[src/rtl/fft_pkg.sv]
// Shared FFT metadata-path definitions: bank state encoding, bank count and a
// width helper used by the mstore scheduler and its trackers.
package fft_pkg;

  localparam int unsigned MSTORE_BANKS = 2;

  typedef enum logic {
    FILLING  = 1'b0,
    DRAINING = 1'b1
  } mstore_state_t;

  // Minimum index width for a counter over 0..value-1; never returns 0.
  function automatic int unsigned clog2(input int unsigned value);
    int unsigned width;
    width = 1;
    for (int i = 1; i < 32; i++) begin
      if ((32'd1 << i) < value) width = i + 1;
    end
    return width;
  endfunction

endpackage

[src/rtl/mstore_sched_if.sv]
// Handshake and bank-steering bundle of the mstore ping-pong scheduler.
// The scheduler takes the slave view; producer, consumer and banks the master view.
interface mstore_sched_if #(
  parameter int unsigned MWIDTH = 1
);
  import fft_pkg::*;

  logic                           in_nd;
  logic                           in_ready;
  logic                           rd_req;
  logic                           out_valid;
  logic [MWIDTH-1:0]              out_m;
  logic                           out_last;
  logic [MSTORE_BANKS-1:0]        bank_nd;
  logic [MSTORE_BANKS-1:0]        bank_read;
  logic [MSTORE_BANKS*MWIDTH-1:0] bank_m;
  logic                           error;

  modport master (
    output in_nd, rd_req, bank_m,
    input  in_ready, out_valid, out_m, out_last, bank_nd, bank_read, error
  );

  modport slave (
    input  in_nd, rd_req, bank_m,
    output in_ready, out_valid, out_m, out_last, bank_nd, bank_read, error
  );

endinterface

[src/rtl/mstore_bank_tracker.sv]
// Shadow of one mstore bank: FILLING/DRAINING state plus the index counter that
// mirrors the bank's internal address, advanced by the strobes forwarded to it.
module mstore_bank_tracker
  import fft_pkg::*;
#(
  parameter  int unsigned N  = 8,
  localparam int unsigned IW = clog2(N)
) (
  input  logic          clk,
  input  logic          rst_n,
  input  logic          wr,
  input  logic          rd,
  output mstore_state_t state,
  output logic [IW-1:0] index,
  output logic          last
);

  mstore_state_t state_q, state_d;
  logic [IW-1:0] index_q, index_d;

  assign last  = (index_q == IW'(N - 1));
  assign state = state_q;
  assign index = index_q;

  always_comb begin
    state_d = state_q;
    index_d = index_q;
    unique case (state_q)
      FILLING: begin
        if (wr) begin
          if (last) begin
            state_d = DRAINING;
            index_d = '0;
          end else begin
            index_d = index_q + IW'(1);
          end
        end
      end
      DRAINING: begin
        if (rd) begin
          if (last) begin
            state_d = FILLING;
            index_d = '0;
          end else begin
            index_d = index_q + IW'(1);
          end
        end
      end
    endcase
  end

  always_ff @(posedge clk) begin
    if (!rst_n) begin
      state_q <= FILLING;
      index_q <= '0;
    end else begin
      state_q <= state_d;
      index_q <= index_d;
    end
  end

endmodule

[src/rtl/mstore_sched.sv]
// Ping-pong scheduler for two mstore banks: write/read pointers, strobe steering,
// output mux and sticky protocol-error flag. MSTORE_SCHED_ERRCNT_EN adds err_count.
module mstore_sched
  import fft_pkg::*;
#(
  parameter int unsigned N      = 8,
  parameter int unsigned MWIDTH = 1
) (
  input  logic           clk,
  input  logic           rst_n,
  mstore_sched_if.slave  bus
`ifdef MSTORE_SCHED_ERRCNT_EN
  ,
  output logic [7:0]     err_count
`endif
);

  localparam int unsigned IW = clog2(N);

  mstore_state_t           state [MSTORE_BANKS];
  logic [IW-1:0]           index [MSTORE_BANKS];
  logic [MSTORE_BANKS-1:0] last;
  logic [MSTORE_BANKS-1:0] wr;
  logic [MSTORE_BANKS-1:0] rd;

  logic wr_bank_q, rd_bank_q;
  logic wr_acc, rd_acc;
  logic viol_wr, viol_rd;
  logic error_q;

  assign bus.in_ready  = (state[wr_bank_q] == FILLING);
  assign bus.out_valid = (state[rd_bank_q] == DRAINING);

  assign wr_acc  = bus.in_nd & bus.in_ready;
  assign rd_acc  = bus.rd_req & bus.out_valid;
  // Rejected strobes are flagged only; they never reach a bank.
  assign viol_wr = bus.in_nd & ~bus.in_ready;
  assign viol_rd = bus.rd_req & ~bus.out_valid;

  for (genvar b = 0; b < MSTORE_BANKS; b++) begin : g_bank
    assign wr[b] = wr_acc & (wr_bank_q == 1'(b));
    assign rd[b] = rd_acc & (rd_bank_q == 1'(b));

    mstore_bank_tracker #(
      .N (N)
    ) u_tracker (
      .clk   (clk),
      .rst_n (rst_n),
      .wr    (wr[b]),
      .rd    (rd[b]),
      .state (state[b]),
      .index (index[b]),
      .last  (last[b])
    );
  end

  assign bus.bank_nd   = wr;
  assign bus.bank_read = rd;
  assign bus.out_m     = rd_bank_q ? bus.bank_m[2*MWIDTH-1:MWIDTH] : bus.bank_m[MWIDTH-1:0];
  assign bus.out_last  = bus.out_valid & (index[rd_bank_q] == IW'(N - 1));
  assign bus.error     = error_q;

  always_ff @(posedge clk) begin
    if (!rst_n) begin
      wr_bank_q <= 1'b0;
      rd_bank_q <= 1'b0;
      error_q   <= 1'b0;
    end else begin
      if (wr_acc && last[wr_bank_q]) wr_bank_q <= ~wr_bank_q;
      if (rd_acc && last[rd_bank_q]) rd_bank_q <= ~rd_bank_q;
      error_q <= error_q | viol_wr | viol_rd;
    end
  end

`ifdef MSTORE_SCHED_ERRCNT_EN
  logic [7:0] err_cnt_q, err_cnt_d;
  logic [8:0] err_cnt_sum;

  always_comb begin
    err_cnt_sum = {1'b0, err_cnt_q} + 9'(viol_wr) + 9'(viol_rd);
    err_cnt_d   = err_cnt_sum[8] ? 8'hff : err_cnt_sum[7:0];
  end

  always_ff @(posedge clk) begin
    if (!rst_n) err_cnt_q <= '0;
    else        err_cnt_q <= err_cnt_d;
  end

  assign err_count = err_cnt_q;
`endif

endmodule

[src/flat_wrapper.sv]
// flat-port wrapper written by rule: the top's interface ports become plain ports
module mstore_sched_flat import fft_pkg::*;
#(
  parameter int unsigned N      = 8,
  parameter int unsigned MWIDTH = 1
)
  (clk, rst_n, bus_in_nd, bus_rd_req, bus_bank_m, bus_in_ready, bus_out_valid, bus_out_m, bus_out_last, bus_bank_nd, bus_bank_read, bus_error);
  mstore_sched_if #(.MWIDTH(MWIDTH)) bus_i ();
  input  logic clk;
  input  logic rst_n;
  input wire logic [$bits(bus_i.in_nd)-1:0] bus_in_nd;
  input wire logic [$bits(bus_i.rd_req)-1:0] bus_rd_req;
  input wire logic [$bits(bus_i.bank_m)-1:0] bus_bank_m;
  output wire logic [$bits(bus_i.in_ready)-1:0] bus_in_ready;
  output wire logic [$bits(bus_i.out_valid)-1:0] bus_out_valid;
  output wire logic [$bits(bus_i.out_m)-1:0] bus_out_m;
  output wire logic [$bits(bus_i.out_last)-1:0] bus_out_last;
  output wire logic [$bits(bus_i.bank_nd)-1:0] bus_bank_nd;
  output wire logic [$bits(bus_i.bank_read)-1:0] bus_bank_read;
  output wire logic [$bits(bus_i.error)-1:0] bus_error;
  assign bus_i.in_nd = bus_in_nd;
  assign bus_i.rd_req = bus_rd_req;
  assign bus_i.bank_m = bus_bank_m;
  assign bus_in_ready = bus_i.in_ready;
  assign bus_out_valid = bus_i.out_valid;
  assign bus_out_m = bus_i.out_m;
  assign bus_out_last = bus_i.out_last;
  assign bus_bank_nd = bus_i.bank_nd;
  assign bus_bank_read = bus_i.bank_read;
  assign bus_error = bus_i.error;
  mstore_sched #(.N(N), .MWIDTH(MWIDTH)) u_core (.clk(clk), .rst_n(rst_n), .bus(bus_i));
endmodule
[config.mk]
export PLATFORM = sky130hd
export DESIGN_NAME = mstore_sched_flat
export DESIGN_NICKNAME = d
export VERILOG_FILES = /design/src/rtl/fft_pkg.sv /design/src/rtl/mstore_sched_if.sv /design/src/rtl/mstore_bank_tracker.sv /design/src/rtl/mstore_sched.sv /design/src/flat_wrapper.sv
export SDC_FILE = /design/constraint.sdc
export NUM_CORES = 1
export LEC_CHECK = 0
export ABC_AREA = 1
export ABC_CLOCK_PERIOD_IN_PS = 1600
export CAP_MARGIN = 20
export CORE_AREA = 2 2 47 49
export DETAILED_ROUTE_END_ITERATION = 7
export DIE_AREA = 0 0 49 51
export HOLD_SLACK_MARGIN = 0.05
export SYNTH_ARGS = -nofsm -noshare
export SYNTH_HDL_FRONTEND = slang
export SYNTH_SLANG_ARGS = --single-unit
[constraint.sdc]
create_clock -name clk -period 1.6 [get_ports clk]
set_input_delay 0.32 -clock clk [delete_from_list [all_inputs] [get_ports clk]]
set_output_delay 0.32 -clock clk [all_outputs]
set_load 0.05 [all_outputs]
After elaboration in Yosys (flattened, before gate mapping) --
Index checks and enable logic that the tools add are counted.
Word-level totals: flip-flop bits (word level) 11, latch bits 0, RAM bits 0, ROM bits 0, output and inout bits 9, logic and storage cells 75, memories kept 0
Cells by class: $add $sub $neg 2, $mul 0, divide/modulo/power cells 0, magnitude comparators 4, eq/ne operators 7, shift operators 0, mux-type cells 32, bitwise logic cells 19, reduce and logical (&&, ||, !) cells 4
Operator list (count):
- 2-to-1 mux 3 bit | 9
- 2-to-1 mux 1 bit | 19
- one-hot mux 3 bit (2 select lines) | 2
- AND 1 bit | 9
- equality test 3 bit (second input constant) | 3
- inequality test 2 bit (second input constant) | 4
- adder 3 x 1 -> 3 bit (second input constant) | 2
- inverter 1 bit | 6
- greater-or-equal comparator 2 bit (second input constant) | 2
- < comparator 1 x 2 -> 1 bit (second input constant) | 2
- inverter 1 -> 2 bit | 2
- one-hot mux 1 bit (2 select lines) | 2
- AND reduction 2 bit | 2
- logical AND 1 bit | 2
- bitwise OR 1 bit | 2

Longest topological paths before layout --
Gate-level depths: netlist of run 1.
depth after elaboration 9, mapped depth 6, gate-level depth less buffers 6

Cells and area by module --
A second synthesis of run 1 with hierarchy kept.
Second synthesis, totals: cell total of the unflattened synthesis 104, area total of the unflattened synthesis 703.2 um^2
By module, submodules not included:
- mstore_bank_tracker | times used 2, cells an instance 32, area an instance 229.0 um^2, sequential area each 80.1 um^2
- mstore_sched | times used 1, cells an instance 40, area an instance 245.2 um^2, sequential area each 60.1 um^2

Worst setup path after synthesis of run 1 --
OpenSTA, ideal clock, no wires.
path type register to output, start reg u_core.rd_bank_q, end out bus_out_last, arrival time 1.402 ns, required time 1.280 ns, slack -0.122 ns, cell stages (with the launch flop) 4, cells stage by stage dfxtp_1 > nand2_1 > and2_1 > a21oi_1
On the way: longest elaborated chain between the ends 6, elaborated cells between the ends (all ways) 9, those cells by class eq/ne: 1; mux: 6; bitwise: 2
Ends and longest elaborated chain:
- start, declared | line mstore_sched.sv:26 | logic wr_bank_q, rd_bank_q;
- start signal, assigned | line mstore_sched.sv:70 | if (rd_acc && last[rd_bank_q]) rd_bank_q <= ~rd_bank_q;
- inverter 1 -> 2 bit (implied by the code) * | line mstore_sched.sv:32, mstore_sched.sv:60
- 2-to-1 mux 3 bit (implied by the code) (3 in a row) | line mstore_sched.sv:60 | assign bus.out_last = bus.out_valid & (index[rd_bank_q] == IW'(N - 1));
- equality test 3 bit | line mstore_sched.sv:60
- AND 1 bit * | line mstore_sched.sv:60
- end, declared | line flat_wrapper.sv:17 | output wire logic [$bits(bus_i.out_last)-1:0] bus_out_last;
Every way passes the cells marked *; elsewhere a longest branch is shown, timed or not. The select of a mux whose other input is x is not followed.

Worst setup path after layout of run 1 --
start in bus_in_nd, end out bus_bank_nd[1]
On the way: longest elaborated chain between the ends 2
Ends and longest elaborated chain:
- start, declared | line flat_wrapper.sv:11 | input wire logic [$bits(bus_i.in_nd)-1:0] bus_in_nd;
- AND 1 bit | line mstore_sched.sv:34 | assign wr_acc = bus.in_nd & bus.in_ready;
- AND 1 bit | line mstore_sched.sv:41 | assign wr[b] = wr_acc & (wr_bank_q == 1'(b));
- end, declared | line flat_wrapper.sv:18 | output wire logic [$bits(bus_i.bank_nd)-1:0] bus_bank_nd;
Every way passes these cells.

==> out/qor.yml, run 1 <==
status: "complete, no violations"
dp.cells: 134
grt_overflow: 0
synthTopCellsByArea: "dfxtp_1 (34%), nand2_1 (10%), ha_1 (7.6%)"
crit_type: "in -> out"
die_x_um: 49
critPathArrivalTime_ns: 1.21
fin_nets: 122
first_pass_iters: 4
maxCapViolations: 0
relSlewSlack_pct: 78.32
setup_viol_count_final: 0
p_per_area_nw_per_um2: 593.4
cp_max_fo: 3
grtUsageTotal_pct: 14.29
ys_ff_latch: 11
drt-total-wl_mm: 1.454
clock_sinks: 11
core_um2: 2063
cts_hold_buf: 0
ff_latch_area_um2: 227.7
max_freq_ghz: 0.6545
p_leak_nw: 0.4726
synth_cells: 92
grt_pass1_wl_mm: 2.670
post-place-ws_ns: 0.03298
cts_buffers: 3
regToRegStartpoint: "u_core.g_bank[1].u_tracker.index[0]"
grt_max_degree: 9
rr_worst_depth: 5
area_delta_synth_final_pct: 48.18
synth_cell_types: 15
max-clock-path-buffers: 2
yosys.area.top_type: "dfxtp_1"
num_rows: 17
ios: 15
initial_core_util_pct: 31.72
min_path_type: "in -> reg"
drive_gt1_share_pct: 27.93
vias: 656
cp_data_required_time_ns: 1.28
fin_tns_setup_ns: 0
antenna_found_initial: 0
ys_warn_count: 0
mostFrequentLayoutCells: "nand2_1 (18), inv_1 (11), nor2_1 (11), buf_12 (8)"
synth_area_um2: 654.4
port-buffer-count: 14
cts_tree: "done"
syn-num-nets: 102
synth_top_area_share_pct: 33.65
period_minus_slack_ns: 1.528
cp-end-kind: "output port"
via_per_inst: 4.719
wl_per_cell_um: 10.46
max-vdd-ir-drop_mv: 0.3466
multi_input_area_um2: 360.3
die-height_um: 51
grt_pass1_vias: 668
cts-root-buf: "clkbuf_4"
cp-startpoint: "bus_in_nd"
gp_congestion: 0.7336
hold_viol: 0
first_iter_violations: 5
setup_slack_ns: 0.07200
fin_skew_ns: 0.001100
dp_hpwl_mm: 1.148
num_antenna_cells: 0
clk_pin_slew_ns: 0.07
dieArea_um2: 2499
fin_crit_sh_pct: 95.50
worst_pin_slew_ns: 0.3243
layout.cells.most_common: "nand2_1"
h-tree-depth: 1
regToRegSetupSlack_ns: 0.45
cp-endpoint: "bus_bank_nd[1]"
antenna_left: 0
drcViolationCount: 0
final_cells: 139
seq_area_frac_synth_pct: 33.65
syn_area_per_cell_um2: 7.113
start_kind: "input pin"
fillers: 225
slew_viol_final: 0
r2r-end: "u_core.rd_bank_q"
clk_latency_ns: 0.27
rsz0062_at_grt: "false"
==> state kept, by name, indices dropped and copies added (netlist names) <==
signal and flops:
u_core.rd_bank_q 1, u_core.wr_bank_q 1, u_core.g_bank.u_tracker.state 2, u_core.bus.error 1
u_core.g_bank.u_tracker.index 6
==> what timing repair did <==
| action | CTS | global route |
|---|---|---|
| pin swaps | 0 | 1 |
| resized for setup | 3 | 6 |
| gates cloned | 0 | 0 |
| setup endpoints to repair | 2 | 3 |
| buffers inserted | 1 | 0 |
==> kinds of logic after synthesis <==
kind of cell	share of synthesized area, %
DFF	33.65
adders and majority gates	7.648
AOI/OAI and AO/OA	7.648
buffers and inverters	13.38
and+or+nand+nor	37.67
==> cell usage after synthesis <==
master / instances
nand3_2: 4
dfxtp_1: 11
inv_1: 11
inv_2: 3
and2_1: 1
nand2_1: 18
o21ai_0: 2
ha_1: 4
nand3b_1: 6
nand4_1: 5
buf_4: 4
a21oi_1: 8
nand3_1: 3
nor2_1: 11
buf_2: 1
==> how the worst min path moves through the flow <==
stage / start / cells after the start / end
detailed placement: u_core.g_bank[0].u_tracker.state / 2 / u_core.g_bank[0].u_tracker.state
global placement: u_core.g_bank[1].u_tracker.state / 2 / u_core.g_bank[1].u_tracker.state
finish: bus_rd_req / 3 / u_core.rd_bank_q
CTS: u_core.g_bank[0].u_tracker.state / 2 / u_core.g_bank[0].u_tracker.state
floorplan: u_core.g_bank[1].u_tracker.state / 2 / u_core.g_bank[1].u_tracker.state
global route: bus_rd_req / 3 / u_core.rd_bank_q
==> area by class of cell <==
class / count / area share [%]
Multi-Input combinational cell: 62 / 37.16
Timing Repair Buffer: 20 / 27.35
Sequential cell: 11 / 23.48
Inverter: 14 / 5.677
Tap cell: 28 / 3.613
Clock buffer: 4 / 2.710
==> per-layer routing <==
metal,GRT usage [%],wire [um]
met1,15.62,640
met2,25.57,728
met3,2.924,56
met4,8.571,29
met5,0,0
==> where the power goes <==
part	internal (mW)	switching [mW]	total (mW)	leakage, nW
logic	0.0450	0.0504	0.0954	0.366
clock network	0.0965	0.0952	0.192	0.0150
registers	0.281	0.00724	0.288	0.0920
total	0.423	0.153	0.575	0.473
==> through the flow <==
step	total power [mW]	utilization (%)	hold WS, ns	cell area (um2)
after floorplan	0.3479	-	0.4876	658.1
after global placement	0.3894	44.27	0.5170	913.4
after detailed placement	0.3919	44.27	0.5233	913.4
after CTS	0.5865	46.21	0.5340	953.4
after global routing	0.6170	47.00	0.4924	969.7
final	0.5754	47.00	0.4782	969.7
==> critical path: stages <==
cell	delay (ns)
clkdlybuf4s50_1	0.53
nand3_2	0.11
inv_1	0.11
buf_12	0.14
Note: power is estimated with default switching activity, not from simulation.
==> inputs of run 2 (changes only) <==
--- a/config.mk
+++ b/config.mk
@@ -12,6 +12,7 @@
 export DETAILED_ROUTE_END_ITERATION = 7
 export DIE_AREA = 0 0 49 51
 export HOLD_SLACK_MARGIN = 0.05
+export RECOVER_POWER = 50
 export SYNTH_ARGS = -nofsm -noshare
 export SYNTH_HDL_FRONTEND = slang
 export SYNTH_SLANG_ARGS = --single-unit
==> run 2 against run 1 <==
Against the previous run: power is 0.38% lower; clock skew hardly changed; critical path type unchanged; sequential share of layout area is 0.31 points higher; critical path depth stayed put.
==> out/qor.yml, run 2 (synthesized netlist as in run 1, its figures left out) <==
status: "complete, no violations"
clock_sinks: 11  # unchanged
setup_viol_count_final: 0  # unchanged
area_delta_synth_final_pct: 46.27
critPathArrivalTime_ns: 1.23  # +0.02 ns
antenna_found_initial: 0  # unchanged
cts-root-buf: "clkbuf_4"
drive_gt1_share_pct: 24.32  # -3.6 points
cp-endpoint: "bus_bank_nd[1]"
grt_max_degree: 9  # unchanged
max_freq_ghz: 0.6457  # -1.3%
rr_worst_depth: 5  # unchanged
die-height_um: 51  # unchanged
fin_skew_ns: 0.0008205  # -0.0002796 ns
post_dp_cell_area_um2: 913.4  # unchanged
multi_input_area_um2: 355.3  # -1.4%
drcViolationCount: 0  # unchanged
clk_pin_slew_ns: 0.07  # about the same
mostFrequentLayoutCells: "nand2_1 (18), inv_1 (12), nor2_1 (11), buf_12 (8)"
gp_congestion: 0.7336  # unchanged
num_rows: 17  # unchanged
rsz0062_at_grt: "false"
final_area_um2: 957.2  # -1.3%
holdCritStartpoint: "bus_rd_req"
clk_latency_ns: 0.27  # about the same
grt_pass1_wl_mm: 2.670  # unchanged
h-tree-depth: 1  # unchanged
relSlewSlack_pct: 61.07  # -17 points
slew_viol_final: 0  # unchanged
cp-end-kind: "output port"
crit_type: "in -> out"
fin_nets: 122  # unchanged
ff_latch_area_um2: 227.7  # unchanged
dp.cells: 134  # unchanged
via_per_inst: 4.734  # +0.30%
worst_pin_slew_ns: 0.5864  # +0.2621 ns
grtUsageTotal_pct: 14.29  # unchanged
hold_viol: 0  # unchanged
grtUsageMet3_pct: 2.924  # unchanged
cts_buffers: 3  # unchanged
cts_tree: "done"
ios: 15  # unchanged
drt-total-wl_mm: 1.441  # -0.89%
met2_usage_pct: 25.57  # unchanged
antenna_left: 0  # unchanged
start_kind: "input pin"
fin_tns_setup_ns: 0  # unchanged
p_leak_nw: 0.4653  # -1.6%
cp_max_fo: 3  # unchanged
max-vdd-ir-drop_mv: 0.3449  # -0.49%
top_usage_layer: "met2"
max-clock-path-buffers: 2  # unchanged
fillers: 227  # +0.89%
num_antenna_cells: 0  # unchanged
wl_per_cell_um: 10.37  # -0.89%
initial_core_util_pct: 31.72  # unchanged
p_per_area_nw_per_um2: 598.9  # +0.92%
cp_data_required_time_ns: 1.28  # about the same
layout.cells.most_common: "nand2_1"
dieArea_um2: 2499  # unchanged
first_pass_iters: 4  # unchanged
regToRegStartpoint: "u_core.g_bank[1].u_tracker.index[0]"
first_iter_violations: 7  # +2
period_minus_slack_ns: 1.549  # +0.02076 ns
die_x_um: 49  # unchanged
regToRegSetupSlack_ns: 0.44  # about the same
grtUsageMet1_pct: 15.62  # unchanged
final_cells: 139  # unchanged
dp_hpwl_mm: 1.148  # unchanged
port-buffer-count: 14  # unchanged
r2r-end: "u_core.rd_bank_q"
maxCapViolations: 0  # unchanged
fin_crit_sh_pct: 96.80  # +1.3 points
min_path_type: "in -> reg"
cp-startpoint: "bus_in_nd"
hold_slack_ns: 0.4786  # +0.0004170 ns
grt_pass1_vias: 668  # unchanged
grt_overflow: 0  # unchanged
largest_register_ffs: 6  # unchanged
core_um2: 2063  # unchanged
vias: 658  # +0.30%
[run 2: changes by cell type in the layout (fill, tap and decap cells not counted), sizes merged]
cell,before,now
buf,15,13
clkbuf,4,6
[run 2: worst min-delay path by stage]
stage | endpoint | slack (ns) | cells past startpoint
detailed placement | u_core.g_bank[0].u_tracker.state | 0.52 | 2
global route | u_core.rd_bank_q | 0.49 | 3
CTS | u_core.g_bank[0].u_tracker.state | 0.53 | 2
floorplan | u_core.g_bank[1].u_tracker.state | 0.49 | 2
finish | u_core.rd_bank_q | 0.48 | 3
global placement | u_core.g_bank[1].u_tracker.state | 0.52 | 2
[run 2: layout make-up]
class	instances	area share (%)
clock buffer	4	2.745
inverter	14	5.752
multi-input combinational	62	37.12
sequential	11	23.79
tap	28	3.660
timing repair buffer	20	26.93
[run 2: power breakdown]
group	switching [mW]	internal (mW)	total (mW)
Clock	0.0948	0.0965	0.191
Sequential	0.00717	0.281	0.288
Combinational	0.0503	0.0434	0.0937
Total	0.152	0.421	0.573
[run 2: metal layers]
layer	vias up	wire length, um	share of wire [%]
met5	-	0	0
met4	0	29	2.0
met3	4	57	4.0
met2	11	724	50
met1	308	630	44
li1	335	-	-
[run 2: critical path: stages]
cell and delay [ns]:
clkdlybuf4s50_1 0.52, nand3_1 0.13, inv_1 0.12, buf_12 0.14
[run 2: metrics by stage]
step                setup WS, ns  utilization (%)  power [mW]
CTS                     0.001676            46.21      0.5865
floorplan                 0.1845                -      0.3479
detailed placement       0.03298            44.27      0.3919
finish                   0.05125            46.39      0.5732
global route            0.004395            46.39      0.6150
global placement         0.03303            44.27      0.3894
[run 2: timing repair]
| item | in CTS | in global routing |
|---|---|---|
| pin swaps | 0 | 1 |
| hold endpoints to repair | 0 | 0 |
| setup buffers | 1 | 0 |
| resized for setup | 3 | 6 |
| endpoints found under the setup margin | 2 | 3 |
| hold buffers | 0 | 0 |
| gates cloned | 0 | 0 |
==> inputs of run 3 (changes only) <==
--- a/config.mk
+++ b/config.mk
@@ -13,6 +13,7 @@
 export DIE_AREA = 0 0 49 51
 export HOLD_SLACK_MARGIN = 0.05
 export RECOVER_POWER = 50
+export SKIP_CTS_REPAIR_TIMING = 1
 export SYNTH_ARGS = -nofsm -noshare
 export SYNTH_HDL_FRONTEND = slang
 export SYNTH_SLANG_ARGS = --single-unit
==> run 3 against run 2 <==
Against the previous run: first-iteration DRC count down 14%; register-to-register slack about the same; worst setup slack about the same; clock power about the same; clock skew up 0.00087 ns; sequential share of layout area unchanged; cell count unchanged; clock-buffer cell count unchanged; wire length up 0.69%; die area unchanged; global-route usage down 0.18 points; hold slack worse by 0.0012 ns.
==> out/qor.yml, run 3 (synthesized netlist as in run 1, its figures left out) <==
fillers: 225  # -0.88%
h-tree-depth: 1  # unchanged
dp_hpwl_mm: 1.148  # unchanged
initial_core_util_pct: 31.72  # unchanged
vias: 658  # unchanged
setup_viol_count_final: 0  # unchanged
cts_tree: "done"
routed-wl-met2_um: 731  # +0.97%
period_minus_slack_ns: 1.548  # -0.0004341 ns
drcViolationCount: 0  # unchanged
status: "complete, no violations"
dp.cells: 134  # unchanged
critPathArrivalTime_ns: 1.23  # about the same
p_per_area_nw_per_um2: 599.8  # +0.16%
mostFrequentLayoutCells: "nand2_1 (18), inv_1 (11), nor2_1 (11), buf_12 (8)"
clk_pin_slew_ns: 0.07  # about the same
start_kind: "input pin"
antenna_found_initial: 0  # unchanged
grtUsageTotal_pct: 14.11  # -0.18 points
met1_length_um: 633  # +0.48%
ios: 15  # unchanged
antenna_left: 0  # unchanged
fin_skew_ns: 0.001691  # +0.0008705 ns
hold_viol: 0  # unchanged
cp_max_fo: 3  # unchanged
final_util_pct: 46.39  # unchanged
p_leak_nw: 0.4656  # about the same
max_freq_ghz: 0.6459  # about the same
slew_viol_final: 0  # unchanged
die_x_um: 49  # unchanged
grt_overflow: 0  # unchanged
grt_pass1_vias: 658  # -1.5%
area_delta_synth_final_pct: 46.27  # unchanged
wl_met3_um: 57  # unchanged
cp_data_required_time_ns: 1.28  # about the same
finalPower_uw: 574.1  # +0.16%
largest_register_ffs: 6  # unchanged
layout.cells.most_common: "nand2_1"
wl_per_cell_um: 10.44  # +0.69%
drive_gt1_share_pct: 25.23  # +0.90 points
cts_buffers: 3  # unchanged
grt_max_degree: 9  # unchanged
fin_nets: 122  # unchanged
fin_crit_sh_pct: 96.77  # about the same
gp_congestion: 0.7336  # unchanged
port-buffer-count: 14  # unchanged
core_um2: 2063  # unchanged
num_antenna_cells: 0  # unchanged
dieArea_um2: 2499  # unchanged
grt_pass1_wl_mm: 2.635  # -1.3%
via_per_inst: 4.734  # unchanged
cp-end-kind: "output port"
worst_pin_slew_ns: 0.5866  # +0.0002087 ns
die-height_um: 51  # unchanged
clk_latency_ns: 0.27  # about the same
clock_sinks: 11  # unchanged
max-vdd-ir-drop_mv: 0.3449  # about the same
min_path_type: "in -> reg"
maxCapViolations: 0  # unchanged
crit_type: "in -> out"
cp-startpoint: "bus_in_nd"
drt-total-wl_mm: 1.451  # +0.69%
first_pass_iters: 4  # unchanged
relSlewSlack_pct: 61.06  # about the same
regToRegStartpoint: "u_core.g_bank[1].u_tracker.index[0]"
holdCritStartpoint: "bus_rd_req"
highest_layer: "met4"
cts-root-buf: "clkbuf_4"
rsz0062_at_grt: "false"
max-clock-path-buffers: 2  # unchanged
first_iter_violations: 6  # -1
num_rows: 17  # unchanged
final_cells: 139  # unchanged
==> run 3: cell counts in the layout (fill, tap and decap cells not counted) <==
Identical to the previous run, type by type.
==> run 3: cell type report <==
class | count | area [um2] | area share, %
Timing Repair Buffer | 20 | 257.7 | 26.93
Sequential cell | 11 | 227.7 | 23.79
Clock buffer | 4 | 26.28 | 2.745
Inverter | 14 | 55.05 | 5.752
Tap cell | 28 | 35.03 | 3.660
Multi-Input combinational cell | 62 | 355.3 | 37.12
==> run 3: power by group <==
part | switching (mW) | leakage (nW) | internal (mW)
Sequential | 0.00716 | 0.0920 | 0.281
Combinational | 0.0503 | 0.359 | 0.0434
Clock | 0.0958 | 0.0150 | 0.0965
Total | 0.153 | 0.466 | 0.421
==> run 3: worst max-delay path, cell delays in order <==
cell and delay (ns):
clkdlybuf4s50_1 0.52, nand3_1 0.13, inv_1 0.12, buf_12 0.14
==> run 3: per-layer routing <==
layer	track usage (%)	vias to the layer above
li1	-	336
met4	8.571	0
met2	24.89	11
met5	0	-
met1	15.65	307
met3	2.924	4
==> run 3: per-stage QoR <==
stage               worst slack [ns]  area (um2)  hold slack [ns]  TNS [ns]
finish                       0.05168       957.2           0.4774         0
global route                0.004395       957.2           0.4924         0
CTS                         -0.06808       939.7           0.5341  -0.09929
detailed placement           0.03298       913.4           0.5233         0
global placement             0.03303       913.4           0.5170         0
floorplan                     0.1845       658.1           0.4876         0
==> run 3: worst paths after layout <==
check / slack, ns / depth (start not counted) / end
max reg2reg: 0.45 / 5 / u_core.rd_bank_q
min: 0.48 / 3 / u_core.rd_bank_q
min reg2reg: 0.50 / 2 / u_core.g_bank[0].u_tracker.state
max: 0.05 / 4 / bus_bank_nd[1]
